File: src/rtl/logic_unit_arbiter.sv
// rtl/logic_unit_arbiter.sv - two-requester round-robin bitwise logic unit
//
// Purpose:
//   Two requesters share a single bitwise logic unit that performs AND, OR,
//   XOR or NOT A. The unit accepts one operation at a time through a
//   three-state FSM (IDLE -> EXEC -> DONE), so it can start at most one
//   operation every three cycles.
//
//   Timing: the grant is issued in cycle N. The result is computed in N+1,
//   and result, zero and the done pulse are valid in cycle N+2.
//
// Ports:
//   clk            single clock; all state changes on its rising edge
//   reset          asynchronous, active-high reset
//   req0, req1     operation request per requester; held until its gnt is seen
//   op0, op1       opcode per requester: 00 AND, 01 OR, 10 XOR, 11 NOT A
//   a0, b0, a1, b1 operands per requester (WIDTH bits each)
//   gnt0, gnt1     one-cycle acceptance pulse (never both high at once)
//   done0, done1   one-cycle completion pulse to the owning requester
//   result         registered result of the last completed operation
//   zero           high when result is all zeros
//   busy           high while the FSM is in EXEC or DONE

module logic_unit_arbiter #(
  parameter int WIDTH = 8
) (
  input  logic             clk,
  input  logic             reset,
  input  logic             req0,
  input  logic             req1,
  input  logic [1:0]       op0,
  input  logic [1:0]       op1,
  input  logic [WIDTH-1:0] a0,
  input  logic [WIDTH-1:0] b0,
  input  logic [WIDTH-1:0] a1,
  input  logic [WIDTH-1:0] b1,
  output logic             gnt0,
  output logic             gnt1,
  output logic             done0,
  output logic             done1,
  output logic [WIDTH-1:0] result,
  output logic             zero,
  output logic             busy
);

  localparam logic [1:0] ST_IDLE = 2'd0;
  localparam logic [1:0] ST_EXEC = 2'd1;
  localparam logic [1:0] ST_DONE = 2'd2;

  localparam logic [1:0] OP_AND  = 2'b00;
  localparam logic [1:0] OP_OR   = 2'b01;
  localparam logic [1:0] OP_XOR  = 2'b10;
  localparam logic [1:0] OP_NOTA = 2'b11;

  logic [1:0]       state_q, state_d;
  logic             last_q, last_d;    // requester served most recently
  logic             owner_q, owner_d;  // requester owning the in-flight op
  logic [1:0]       op_q, op_d;
  logic [WIDTH-1:0] a_q, a_d;
  logic [WIDTH-1:0] b_q, b_d;
  logic [WIDTH-1:0] result_q, result_d;
  logic             zero_q, zero_d;

  logic             any_req;
  logic             win1;
  logic             grant_fire;
  logic [WIDTH-1:0] alu_out;

  // Requester 1 wins if it is the only one asking, or on a tie when
  // requester 0 was the one served last.
  assign any_req = req0 | req1;
  assign win1    = req1 & (~req0 | ~last_q);

  // The grant is decoded from state and requests in the same cycle. State is
  // already IDLE while reset is held, so reset has to be gated in explicitly
  // to keep gnt low during reset.
  assign grant_fire = (state_q == ST_IDLE) & any_req & ~reset;

  always_comb begin
    alu_out = '0;
    case (op_q)
      OP_AND:  alu_out = a_q & b_q;
      OP_OR:   alu_out = a_q | b_q;
      OP_XOR:  alu_out = a_q ^ b_q;
      OP_NOTA: alu_out = ~a_q;
      default: alu_out = '0;
    endcase
  end

  always_comb begin
    state_d  = state_q;
    last_d   = last_q;
    owner_d  = owner_q;
    op_d     = op_q;
    a_d      = a_q;
    b_d      = b_q;
    result_d = result_q;
    zero_d   = zero_q;

    case (state_q)
      ST_IDLE: begin
        if (any_req) begin
          state_d = ST_EXEC;
          owner_d = win1;
          last_d  = win1;
          op_d    = win1 ? op1 : op0;
          a_d     = win1 ? a1  : a0;
          b_d     = win1 ? b1  : b0;
        end
      end
      ST_EXEC: begin
        result_d = alu_out;
        zero_d   = (alu_out == '0);
        state_d  = ST_DONE;
      end
      ST_DONE: begin
        state_d = ST_IDLE;
      end
      default: begin
        // The unused encoding falls back to IDLE without producing a pulse.
        state_d = ST_IDLE;
      end
    endcase
  end

  always_ff @(posedge clk or posedge reset) begin
    if (reset) begin
      state_q  <= ST_IDLE;
      last_q   <= 1'b1;
      owner_q  <= 1'b0;
      op_q     <= 2'b00;
      a_q      <= '0;
      b_q      <= '0;
      result_q <= '0;
      zero_q   <= 1'b1;
    end else begin
      state_q  <= state_d;
      last_q   <= last_d;
      owner_q  <= owner_d;
      op_q     <= op_d;
      a_q      <= a_d;
      b_q      <= b_d;
      result_q <= result_d;
      zero_q   <= zero_d;
    end
  end

  assign gnt0   = grant_fire & ~win1;
  assign gnt1   = grant_fire &  win1;
  assign done0  = (state_q == ST_DONE) & ~owner_q;
  assign done1  = (state_q == ST_DONE) &  owner_q;
  assign busy   = (state_q == ST_EXEC) | (state_q == ST_DONE);
  assign result = result_q;
  assign zero   = zero_q;

endmodule

File: config.mk
export PLATFORM = sky130hd
export DESIGN_NAME = logic_unit_arbiter
export DESIGN_NICKNAME = d
export VERILOG_FILES = /design/src/rtl/logic_unit_arbiter.sv
export SDC_FILE = /design/constraint.sdc
export NUM_CORES = 1
export LEC_CHECK = 0
export ABC_AREA = 1
export BUFFER_PORTS_ARGS = -buffer_cell sky130_fd_sc_hd__buf_4
export CAP_MARGIN = 10
export CORE_MARGIN = 4
export CORE_UTILIZATION = 52
export DETAILED_ROUTE_END_ITERATION = 12
export HOLD_SLACK_MARGIN = 0.02
export PLACE_DENSITY = 0.88
export SLEW_MARGIN = 30
export SYNTH_ARGS = -nofsm -noshare
export SYNTH_HDL_FRONTEND = slang
export SYNTH_SLANG_ARGS = --single-unit
File: constraint.sdc
create_clock -name clk -period 1.8 [get_ports clk]
set_input_delay 0 -clock clk [delete_from_list [all_inputs] [get_ports clk]]
set_output_delay 0 -clock clk [all_outputs]
set_load 0.01 [all_outputs]
==> results.py <==
metrics = {
    "floorplan": {
        "die_area_um2": 4810,
        "die_x_um": 69.4,
        "start_util_pct": 53.5,
        "core_area_um2": 3660,
        "rows": 22,
        "io-pin-count": 54,
        "die_h_um": 69.4,
    },
    "logic_synthesis": {
        "ys_seq_area_share_pct": 39.7,
        "synth_area_leaders": "dfrtp_1 37%, ha_1 13%, nor2_1 7.1%",
        "synth.avg_cell_area_um2": 7.86,
        "synthCells": 249,
        "syn_area_um2": 1960,
        "synth_cell_types": 23,
        "synth_top_area_cell": "dfrtp_1",
        "yosysWarningCount": 0,
        "yosysTopAreaCellShare_pct": 37.1,
        "synth_nets": 310,
        "synth_seq_cells": 31,
    },
    "finish": {
        "final_common_cell": "buf_4",
        "diodes": 0,
        "nNetsFinal": 398,
        "layout-drive-gt1-share_pct": 21.3,
        "fin_util_pct": 77.0,
        "nFillCells": 217,
        "stdcell_area_um2": 2820,
        "syn_to_final_growth_pct": 43.9,
        "final_cell_mix": "57 x buf_4, 37 x nor2_1, 36 x dlygate4sd3_1",
    },
    "timing": {
        "finalClockSkew_ns": 0.00945,
        "max_slew.worst_pin.slew_ns": 0.573,
        "setup-tns-final_ns": 0,
        "setup-violations-final": 0,
        "fmax_mhz": 600,
        "slew_headroom_pct": 61.8,
        "drv_slew": 0,
        "timing.final.crit_share_pct": 92.6,
        "rsz0062_at_grt": "no",
        "hold_violations": 0,
        "period_needed_ns": 1.67,
    },
    "clock_tree": {
        "cts_tree": "yes",
        "cts_root_buf": "clkbuf_8",
        "cts.clk_slew.worst_paths_ns": 0.07,
        "clock_latency_ns": 0.30,
        "clock_sink_count": 31,
        "h-tree-depth": 2,
        "clockBufferDepth": 2,
        "postCtsSetupRepairBufs": 0,
        "cts_buffers": 5,
    },
    "routing": {
        "drt_first_pass_iters": 4,
        "via_count": 2124,
        "wirelength_um": 6270,
        "viasPerCell": 5.50,
        "drc": 0,
        "routedWlPerCell_um": 16.2,
        "drt-initial-drc-count": 124,
        "ant_nets": 0,
    },
    "global_route": {
        "grt.total_usage_pct": 27.0,
        "grt_max_degree": 37,
        "grt-ovfl-total": 0,
        "grt_pass1_wl_um": 10200,
        "grt_pass1_vias": 2216,
        "antenna_found_initial": 0,
    },
    "critical_path": {
        "cpPeakStageDelay_ns": 0.58,
        "cp_data_arrival_time_ns": 1.89,
        "end_kind": "register",
        "cp-startpoint": "state_q[1]",
        "worst-path-max-fanout": 5,
        "worstPathRequired_ns": 2.02,
        "cp_cell_sequence": "inv_1 -> ha_1 -> o21ai_2 -> dlygate4sd3_1 -> nand2_1 -> nand2_1",
        "endpoint": "last_q",
        "rrSetupSlack_ns": 0.13,
        "slowest_stage": "dlygate4sd3_1",
        "crit_buf_inv": 2,
        "timing.rr.start": "state_q[1]",
        "cp.depth": 6,
        "r2r.worst_path.cells": 6,
        "crit_family": "buffers and inverters",
        "crit_top_cell": "nand2_1",
        "r2r_end": "last_q",
        "start_kind": "register",
        "criticalPathCategory": "register to register",
    },
    "place": {
        "gp_congestion": 0.873,
        "placed_area_um2": 2360,
        "dp_hpwl_um": 3360,
        "io_buffers": 53,
    },
    "hold_path": {
        "min_path_type": "input port to register",
    },
    "pwr": {
        "power_density_nw_per_um2": 1530,
        "p_leak_nw": 1.43,
        "vdd_drop_max_uv": 1130,
    },
    "flow_run": {
        "maxCapViolCount": 0,
    },
    "outcome": {
        "outcome": "completed",
    },
}
[timing repair]
action,4_1_cts,5_1_grt
endpoints found under the setup margin,0,15
hold buffers,36,0
resized for setup,0,2
endpoints found under the hold margin,48,0
[area by class of cell]
type	instances	area [um2]	area share, %
Tap cell	48	60.1	2.13
Sequential cell	31	778	27.6
Inverter	37	141	5.02
Clock buffer	7	86.3	3.06
Multi-Input combinational cell	169	958	34.0
Timing Repair Buffer	93	788	28.0
Clock inverter	1	5.00	0.178
[routing by layer]
layer | global-route usage (%) | wire length [um] | vias up
met5 | 0 | 0 | -
met1 | 28.5 | 2300 | 997
met3 | 6.81 | 524 | 22
met2 | 47.5 | 3210 | 119
met4 | 17.4 | 243 | 0
li1 | - | - | 986
[registers in the layout, summed over array words and instances, names as in the netlist]
signal and flops:
a_q 8, b_q 8, result 8, op_q 2, state_q 2, last_q 1
owner_q 1, zero 1
[through the flow]
| step | worst slack (ns) | cells | power [mW] | hold WS (ns) |
|---|---|---|---|---|
| after global routing | 0.0256 | 386 | 4.68 | 0.0751 |
| after floorplan | 0.431 | 249 | 2.89 | 0.0544 |
| final | 0.133 | 386 | 4.32 | 0.0701 |
| after CTS | 0.146 | 386 | 4.15 | 0.0209 |
| after detailed placement | 0.192 | 342 | 3.48 | 0.123 |
| after global placement | 0.291 | 342 | 3.36 | 0.116 |
[logic make-up after synthesis]
family / share of synthesized area [%]
DFF: 39.7
AOI/OAI and AO/OA: 13.1
adders and majority gates: 13.4
and+or+nand+nor: 22.4
buffers and inverters: 11.3
[synthesized netlist by cell type]
cell,n
buf_4,1
buf_1,1
buf_6,4
nand4_1,1
dfstp_2,2
nand3_1,22
buf_2,2
nand3b_1,3
nor3_2,1
nand2_1,33
o21ai_0,25
ha_1,21
inv_2,2
clkbuf_2,1
o21ai_2,1
clkbuf_1,3
nor3_1,3
dfrtp_1,29
o22ai_1,18
nor2_1,37
nor2_2,2
inv_1,35
o21ai_1,2
[report_power, final]
part / internal (mW) / switching, mW
Clock: 0.309 / 0.287
Combinational: 0.959 / 1.47
Sequential: 1.06 / 0.240
[worst min-delay path by stage]
| stage | slack (ns) | startpoint | endpoint | depth (start not counted) |
|---|---|---|---|---|
| finish | 0.07 | b0[7] | b_q[7] | 3 |
| global route | 0.08 | b0[7] | b_q[7] | 3 |
| CTS | 0.02 | b0[7] | b_q[7] | 3 |
| detailed placement | 0.12 | reset | b_q[5] | 3 |
| global placement | 0.12 | reset | b_q[5] | 3 |
| floorplan | 0.05 | reset | gnt0 | 1 |
[tightest hold or removal path, delay by kind of cell]
family | cells | cell delay (ns)
buffers and inverters | 1 | 0.08
AOI/OAI and AO/OA | 2 | 0.23
(Power assumes the default switching activity.)
